==> src/rtl/alu_pkg.sv <==
// Shared ALU definitions: sequencer state encoding and the default datapath width.
package alu_pkg;

    typedef enum logic [1:0] {
        IDLE = 2'b00,
        RUN  = 2'b01,
        DONE = 2'b10
    } state_e;

    localparam int unsigned ALU_W = 8;

endpackage

==> src/rtl/serial_sub_if.sv <==
// Start/busy/done handshake and operand/result bundle for the bit-serial subtractor.
interface serial_sub_if
    import alu_pkg::*;
#(
    parameter int unsigned WIDTH = ALU_W
);

    logic             start;
    logic [WIDTH-1:0] Ain;
    logic [WIDTH-1:0] Bin;
    logic             Bi;
    logic [WIDTH-1:0] Dout;
    logic             Bo;
    logic             ovf;
    logic             zero;
    logic             busy;
    logic             done;

    modport master (
        output start, Ain, Bin, Bi,
        input  Dout, Bo, ovf, zero, busy, done
    );

    modport slave (
        input  start, Ain, Bin, Bi,
        output Dout, Bo, ovf, zero, busy, done
    );

endinterface

==> src/rtl/serial_sub_bitsub.sv <==
// One-bit full subtractor cell: D = A - B - Bin, with borrow out.
module bitsub (
    input  logic A,
    input  logic B,
    input  logic Bin,
    output logic D,
    output logic Bout
);

    assign D    = A ^ B ^ Bin;
    assign Bout = (~A & B) | (~(A ^ B) & Bin);

endmodule

==> src/rtl/serial_sub.sv <==
// Bit-serial WIDTH-bit subtractor, LSB first, one full-subtractor cell reused each cycle.
module serial_sub
    import alu_pkg::*;
#(
    parameter int unsigned WIDTH = ALU_W
) (
    input logic          clk,
    input logic          rst_n,
    serial_sub_if.slave  bus
);

    localparam int unsigned CNT_W = $clog2(WIDTH + 1);

    state_e           state;
    state_e           state_nxt;
    logic [WIDTH-1:0] reg_a;
    logic [WIDTH-1:0] reg_b;
    logic [WIDTH-1:0] dout;
    logic [CNT_W-1:0] cnt;
    logic             br;
    logic             sign_a;
    logic             sign_b;
    logic             bo;
    logic             ovf;
    logic             zero;
    logic             d;
    logic             br_nxt;
    logic             last;
    logic             accept;

    bitsub u_cell (
        .A    (reg_a[0]),
        .B    (reg_b[0]),
        .Bin  (br),
        .D    (d),
        .Bout (br_nxt)
    );

    assign last = (cnt == CNT_W'(WIDTH - 1));

    always_comb begin
        state_nxt = state;
        accept    = 1'b0;
        case (state)
            IDLE: begin
                if (bus.start) begin
                    accept    = 1'b1;
                    state_nxt = RUN;
                end
            end
            RUN: begin
                if (last) state_nxt = DONE;
            end
            DONE: begin
                // back-to-back start skips IDLE entirely
                accept    = bus.start;
                state_nxt = bus.start ? RUN : IDLE;
            end
            default: state_nxt = IDLE;
        endcase
    end

    always_ff @(posedge clk) begin
        if (!rst_n) begin
            state  <= IDLE;
            reg_a  <= '0;
            reg_b  <= '0;
            dout   <= '0;
            cnt    <= '0;
            br     <= 1'b0;
            sign_a <= 1'b0;
            sign_b <= 1'b0;
            bo     <= 1'b0;
            ovf    <= 1'b0;
            zero   <= 1'b0;
        end else begin
            state <= state_nxt;
            if (accept) begin
                reg_a  <= bus.Ain;
                reg_b  <= bus.Bin;
                br     <= bus.Bi;
                cnt    <= '0;
                sign_a <= bus.Ain[WIDTH-1];
                sign_b <= bus.Bin[WIDTH-1];
            end else if (state == RUN) begin
                reg_a <= reg_a >> 1;
                reg_b <= reg_b >> 1;
                br    <= br_nxt;
                dout  <= {d, dout[WIDTH-1:1]};
                cnt   <= cnt + CNT_W'(1);
                // flags are taken from the final bit, which becomes the MSB of dout
                if (last) begin
                    bo   <= br_nxt;
                    zero <= ({d, dout[WIDTH-1:1]} == '0);
                    ovf  <= (sign_a != sign_b) && (d != sign_a);
                end
            end
        end
    end

    assign bus.Dout = dout;
    assign bus.Bo   = bo;
    assign bus.ovf  = ovf;
    assign bus.zero = zero;
    assign bus.busy = (state == RUN);
    assign bus.done = (state == DONE);

endmodule

==> src/flat_wrapper.sv <==
// flat-port wrapper written by rule: the top's interface ports become plain ports
module serial_sub_flat import alu_pkg::*;
#(
    parameter int unsigned WIDTH = ALU_W
)
  (clk, rst_n, bus_start, bus_Ain, bus_Bin, bus_Bi, bus_Dout, bus_Bo, bus_ovf, bus_zero, bus_busy, bus_done);
  serial_sub_if #(.WIDTH(WIDTH)) bus_i ();
  input logic clk;
  input logic rst_n;
  input wire logic [$bits(bus_i.start)-1:0] bus_start;
  input wire logic [$bits(bus_i.Ain)-1:0] bus_Ain;
  input wire logic [$bits(bus_i.Bin)-1:0] bus_Bin;
  input wire logic [$bits(bus_i.Bi)-1:0] bus_Bi;
  output wire logic [$bits(bus_i.Dout)-1:0] bus_Dout;
  output wire logic [$bits(bus_i.Bo)-1:0] bus_Bo;
  output wire logic [$bits(bus_i.ovf)-1:0] bus_ovf;
  output wire logic [$bits(bus_i.zero)-1:0] bus_zero;
  output wire logic [$bits(bus_i.busy)-1:0] bus_busy;
  output wire logic [$bits(bus_i.done)-1:0] bus_done;
  assign bus_i.start = bus_start;
  assign bus_i.Ain = bus_Ain;
  assign bus_i.Bin = bus_Bin;
  assign bus_i.Bi = bus_Bi;
  assign bus_Dout = bus_i.Dout;
  assign bus_Bo = bus_i.Bo;
  assign bus_ovf = bus_i.ovf;
  assign bus_zero = bus_i.zero;
  assign bus_busy = bus_i.busy;
  assign bus_done = bus_i.done;
  serial_sub #(.WIDTH(WIDTH)) u_core (.clk(clk), .rst_n(rst_n), .bus(bus_i));
endmodule
==> config.mk <==
export PLATFORM = sky130hd
export DESIGN_NAME = serial_sub_flat
export DESIGN_NICKNAME = d
export VERILOG_FILES = /design/src/rtl/alu_pkg.sv /design/src/rtl/serial_sub_if.sv /design/src/rtl/serial_sub_bitsub.sv /design/src/rtl/serial_sub.sv /design/src/flat_wrapper.sv
export SDC_FILE = /design/constraint.sdc
export NUM_CORES = 1
export LEC_CHECK = 0
export CAP_MARGIN = 20
export CORE_AREA = 3 3 62 64
export DETAILED_ROUTE_END_ITERATION = 10
export DIE_AREA = 0 0 65 67
export HOLD_SLACK_MARGIN = 0.05
export MAX_ROUTING_LAYER = met4
export PLACE_DENSITY_LB_ADDON = 0.1
export SLEW_MARGIN = 15
export SYNTH_ARGS = -nofsm -noshare
export SYNTH_HDL_FRONTEND = slang
export SYNTH_HIERARCHICAL = 1
export SYNTH_SLANG_ARGS = --single-unit
==> constraint.sdc <==
create_clock -name clk -period 1.46 [get_ports clk]
set_clock_uncertainty 0.2 [all_clocks]
set_input_delay 0.292 -clock clk [delete_from_list [all_inputs] [get_ports clk]]
set_output_delay 0.292 -clock clk [all_outputs]
set_load 0.01 [all_outputs]
Word level (Yosys, flattened, before mapping)
Cells that the tools add are included.
{"block": "totals", "output_inout_bits": 13, "ff_bits": 36, "wordCells": 48}
{"block": "classes", "n_mux": 12, "bitwise": 9, "n_addsub": 1, "n_reduce_logical": 8, "n_eq_ne": 7}
{"operator": "$mux 8", "count": 4}
{"operator": "$logic_not 8->1", "count": 1}
{"operator": "$pmux 2 s3", "count": 1}
{"operator": "$add 4x1->4 const B", "count": 1}
{"operator": "$eq 4x3->1 const B", "count": 1}
{"operator": "$mux 1", "count": 4}
{"operator": "$mux 2", "count": 2}
{"operator": "$not 1->1", "count": 4}
{"operator": "$reduce_and 2->1", "count": 2}
{"operator": "$reduce_and 3->1", "count": 1}
{"operator": "$and 1x1->1", "count": 2}
{"operator": "$eq 2x1->1 const B", "count": 1}
{"operator": "$eq 2x2->1 const B", "count": 1}
{"operator": "$logic_not 2->1", "count": 1}
{"operator": "$ne 1x1->1", "count": 2}
{"operator": "$ne 2x1->1 const B", "count": 1}
{"operator": "$ne 2x2->1 const B", "count": 1}
{"operator": "$pmux 1 s2", "count": 1}
{"operator": "$reduce_bool 2->1", "count": 1}
{"operator": "$reduce_or 2->1", "count": 1}
{"operator": "$xor 1x1->1", "count": 2}
{"operator": "$logic_and 1x1->1", "count": 1}
{"operator": "$or 1x1->1", "count": 1}

Logic depth before layout (Yosys ltp)
{"block": "depth", "depth_word": 6, "depth_mapped": 5, "mapped_depth_nobuf": 5}

Modules after synthesis
The synthesis kept the hierarchy.
{"module": "serial_sub", "area_per_inst_um2": 1413.9, "cells_per_inst": 168, "instances": 1}
{"module": "bitsub", "area_per_inst_um2": 31.3, "cells_per_inst": 4, "instances": 1}

Worst setup path after synthesis
OpenSTA, ideal clock, no wires.
{"block": "synth_path", "path_type": "register to register", "startpoint": "reg u_core.reg_b[0]", "endpoint": "reg u_core.ovf, in the netlist u_core/bus.ovf", "synth_period_minus_slack_ns": 1.599, "path_buffers": 0, "setup_ns": 0.091, "t_arrival_ns": 1.308, "stages_incl_launch_ff": 6, "setup_slack_ns": -0.139, "cell_sequence": "dfxtp_1 > inv_1 > fa_1 > and3b_1 > a21oi_1 > a311oi_1"}
{"block": "synth_via", "elab_chain_cells": 4}
{"element": "from (decl)", "line": "serial_sub.sv:17", "text": "logic [WIDTH-1:0] reg_b;"}
{"element": "from (signal assigned)", "line": "serial_sub.sv:80", "text": "reg_b <= bus.Bin;"}
{"element": "from (signal assigned)", "line": "serial_sub.sv:87", "text": "reg_b <= reg_b >> 1;"}
{"element": "$xor 1x1->1 (2 in a row)", "line": "serial_sub_bitsub.sv:10", "text": "assign D = A ^ B ^ Bin;"}
{"element": "via u_core.d", "line": "serial_sub.sv:26", "text": "logic d;"}
{"element": "$ne 1x1->1", "line": "serial_sub.sv:95", "text": "ovf <= (sign_a != sign_b) && (d != sign_a);"}
{"element": "$logic_and 1x1->1", "line": "serial_sub.sv:95"}
{"element": "to (signal assigned)", "line": "serial_sub.sv:95"}
{"element": "to (decl)", "line": "serial_sub.sv:24", "text": "logic ovf;"}
The timed path passes the listed nets, and every way through them passes these cells.
A chain may end at the register's enable or synchronous reset.

Worst setup path after layout
{"block": "layout_path", "startpoint": "reg u_core.reg_b[0]", "endpoint": "reg u_core.zero, in the netlist u_core/bus.zero"}
{"block": "layout_via", "elab_chain_cells": 3}
{"element": "$xor 1x1->1 (2 in a row)", "line": "serial_sub_bitsub.sv:10"}
{"element": "via u_core.d", "line": "serial_sub.sv:26"}
{"element": "$logic_not 8->1", "line": "serial_sub.sv:94", "text": "zero <= ({d, dout[WIDTH-1:1]} == '0);"}
{"element": "to (signal assigned)", "line": "serial_sub.sv:94"}
{"element": "to (decl)", "line": "serial_sub.sv:25", "text": "logic zero;"}
The timed path passes the listed nets, and every way through them passes these cells.

==> summary.log <==
qor: synth.synth-edff-count 0
qor: global_route.number_of_antenna_violations_at_the_first_check_in_global_routing 0
qor: timing.fmax 572.9 MHz
qor: pwr.vdd_drop_max 0.6480 mV
qor: finish.antenna-diode-count 0
qor: floorplanning.dieArea 4355 um2
qor: clocking.hold_buffers 0
qor: floorplanning.placementRows 21
qor: outcome.violations setup timing
qor: synth.synth_cell_types 28
qor: flow_run.max-cap-violations 0
qor: clocking.cts.htree.levels 2
qor: synth.postSynth.topFlopCell sky130_fd_sc_hd__dfxtp_1
qor: synth.synth-warning-count 6
qor: finish.final_core_utilization 58.38%
qor: synth.synth_area_leader_cell sky130_fd_sc_hd__dfxtp_1
qor: floorplanning.ios 33
qor: setup_path.critPathKind reg2reg
qor: outcome.status finished, violations left
qor: setup_path.cp-end-kind flop
qor: synth.synth_top_cells_by_area sky130_fd_sc_hd__dfxtp_1 (50%), sky130_fd_sc_hd__a21oi_1 (8.7%), sky130_fd_sc_hd__nand2_1 (7.0%)
qor: detailed_routing.routedWlPerCell 13.04 um
qor: setup_path.slowest_delay 0.45 ns
qor: timing.final-max-slew-violation-count 0
qor: clocking.clk_path_buf_depth 2
qor: global_route.vias_in_the_first_global_route 1256
qor: clocking.cts_inserted_buffers 5
qor: setup_path.critical_path_buf_inv_count 2
qor: setup_path.timing.critical_path.slowest_stage_cell sky130_fd_sc_hd__fa_2
qor: clocking.clock-root-buffer sky130_fd_sc_hd__clkbuf_4
qor: floorplanning.die_x 65 um
qor: detailed_routing.number_of_drc_markers_in_iteration_0 60
qor: timing.post-route-period-util 119.6%
qor: synth.yosys.cell_count.top_type sky130_fd_sc_hd__dfxtp_1
qor: clocking.cts_tree done
qor: floorplanning.floorplan.initialDensity 43.31%
qor: min_path.min-delay-path-class reg2reg
qor: detailed_routing.via_per_inst 5.181
qor: timing.slew_headroom 80.96%
qor: setup_path.worstPathMaxFanout 3
qor: synth.yosysTopAreaCellShare 49.87%
qor: floorplanning.die-height 67 um
qor: timing.setup_repair_after_global_routing_missed_its_margin true
qor: placed_design.placement.io_buffers 32
qor: synth.post_synth_inst_count 172
qor: synth.ys_top_cells_by_count sky130_fd_sc_hd__dfxtp_1 (36), sky130_fd_sc_hd__nand2_1 (27), sky130_fd_sc_hd__a21oi_1 (25)
qor: finish.finish.net_count 235
qor: global_route.grt_start_max_net_pins 31
qor: clocking.numClockSinks 36
qor: detailed_routing.routed-via-count 1347
qor: timing.worst_pin_slew 0.2830 ns
qor: timing.final_period_minus_worst_setup_slack 1.746 ns
qor: synth.postSynthAreaPerCell 8.402 um2
qor: finish.fraction_of_layout_cells_with_a_size_suffix_above_1 25.23%
qor: finish.area_growth_syn_to_layout 34.81%
qor: synth.synthesis.area 1445 um2
qor: detailed_routing.routed_wl 3.391 mm
qor: pwr.cell_pwr_density 1010 nW/um2
qor: detailed_routing.drc 0
qor: timing.timing.final.setup_violations 3
qor: setup_path.timing.critical_path.required 1.54 ns
qor: synth.synth-seq-area-share 49.87%
qor: clocking.clock_transition_at_the_registers_of_the_reported_paths 0.11 ns
qor: setup_path.arrival 1.82 ns
qor: placed_design.preCtsSetupSlack -0.2436 ns
qor: setup_path.crit_chain inv_2 -> fa_2 -> buf_4 -> nor4_2 -> nand4_1 -> a21oi_2
qor: floorplanning.core 3337 um2
qor: global_route.grt_total_usage 17.03%
qor: placed_design.dp_hpwl 2.261 mm
qor: synth.synth-seq-cells 36
qor: global_route.grt_pass1_wl 5.513 mm
qor: synth.synth_async_sr_flop_share 0%
qor: clocking.clock_insertion_delay_worst_skew 0.34 ns
qor: global_route.globalRouteOverflowTotal 0
qor: timing.timing_hold_violations_final 0
qor: placed_design.place.gp.congestion 0.7833
qor: timing.final_critical_path_setup_slack -0.2857 ns
qor: setup_path.critical_path.startpoint_type flop
qor: setup_path.critical-path-top-delay-family adder cells
qor: detailed_routing.drt_pre_antenna_iters 4
qor: finish.fillers 315
qor: synth.syn_nets 194
qor: detailed_routing.drt.antenna.violating_nets 0
qor: pwr.p_leak 0.7459 nW
-- what timing repair did --
action / CTS / global route
setup endpoints to repair: 21 / 30
gates resized for setup: 44 / 23
setup buffers: 0 / 3
pin swaps: 0 / 4
-- final cells by class --
type                    instances  area [um2]  share of cell area (%)
flip-flops and latches         36       737.0                   37.83
inverters                       5       21.27                   1.092
well taps                      46       57.56                   2.954
multi-input cells             118       654.4                   33.59
repair buffers                 47       416.7                   21.39
clock inverters                 2       10.01                  0.5138
clock buffers                   6       51.30                   2.633
-- cell usage in the layout, fill, tap and decap left out, types with 4 or more instances in the layout --
| master | n |
|---|---|
| sky130_fd_sc_hd__clkbuf_2 | 9 |
| sky130_fd_sc_hd__o22ai_1 | 7 |
| sky130_fd_sc_hd__a22oi_1 | 6 |
| sky130_fd_sc_hd__a21oi_1 | 24 |
| sky130_fd_sc_hd__o21ai_0 | 4 |
| sky130_fd_sc_hd__clkdlybuf4s50_1 | 19 |
| sky130_fd_sc_hd__nor2_1 | 4 |
| sky130_fd_sc_hd__nor3_1 | 15 |
| sky130_fd_sc_hd__nand3_1 | 10 |
| sky130_fd_sc_hd__buf_6 | 4 |
| sky130_fd_sc_hd__dfxtp_2 | 10 |
| sky130_fd_sc_hd__buf_4 | 10 |
| sky130_fd_sc_hd__clkbuf_4 | 5 |
| sky130_fd_sc_hd__nand2_1 | 27 |
| sky130_fd_sc_hd__dfxtp_1 | 25 |
-- state kept, by name, indices dropped and copies added, names as in the netlist --
| name | count |
|---|---|
| u_core/br | 1 |
| u_core/state | 2 |
| u_core/reg_a | 8 |
| u_core/bus.zero | 1 |
| u_core/bus.ovf | 1 |
| u_core/cnt | 4 |
| u_core/sign_a | 1 |
| u_core/sign_b | 1 |
| u_core/bus.Dout | 8 |
| u_core/reg_b | 8 |
| u_core/bus.Bo | 1 |
-- per-layer routing --
metal | track usage, % | routed length (um)
met1 | 19.30 | 1524
met2 | 27.97 | 1674
met3 | 5.734 | 173
met4 | 6.332 | 19
met5 | - | 0
-- worst min-delay path, cell delays in order, from the launching register on --
cell and delay (ns):
sky130_fd_sc_hd__dfxtp_1 0.33, sky130_fd_sc_hd__nand2_1 0.05, sky130_fd_sc_hd__a21oi_1 0.06
-- report_power, final --
group	internal [W]	total (W)	leakage [nW]	switching (W)
logic	0.000175	0.000341	0.408	0.000166
clock network	0.000229	0.000558	0.0380	0.000329
registers	0.00103	0.00107	0.299	0.0000330
total	0.00144	0.00197	0.746	0.000528
-- worst paths after layout --
check / startpoint / endpoint / slack, ns / depth (start not counted)
max: u_core/reg_b[0] / u_core/bus.zero / -0.29 / 6
max reg2reg: u_core/reg_b[0] / u_core/bus.zero / -0.29 / 6
min: u_core/bus.Dout[0] / u_core/bus.Dout[0] / 0.27 / 2
min reg2reg: u_core/bus.Dout[0] / u_core/bus.Dout[0] / 0.27 / 2
-- per-stage QoR --
stage	setup TNS (ns)	hold slack [ns]	cell area, um2	power (W)	cells
global placement	-3.393	0.2414	1856	0.001388	249
global route	-0.7256	0.2863	1948	0.002070	260
detailed placement	-4.925	0.2615	1856	0.001396	249
floorplan	-0.1064	0.2303	1446	0.001269	172
CTS	-0.3069	0.2748	1944	0.001963	257
finish	-0.5006	0.2721	1948	0.001967	260
-- cell families after synthesis --
kind of cell | after synthesis | synth area share, %
flip-flops | 36 | 49.87
AO/OA/AOI/OAI | 46 | 18.01
AND/OR/NAND/NOR | 68 | 22.42
buffers and inverters | 18 | 6.233
XOR/XNOR | 2 | 1.212
adder cells (fa/ha/maj) | 2 | 2.251
No activity file was read; power rests on OpenSTA's default activity.
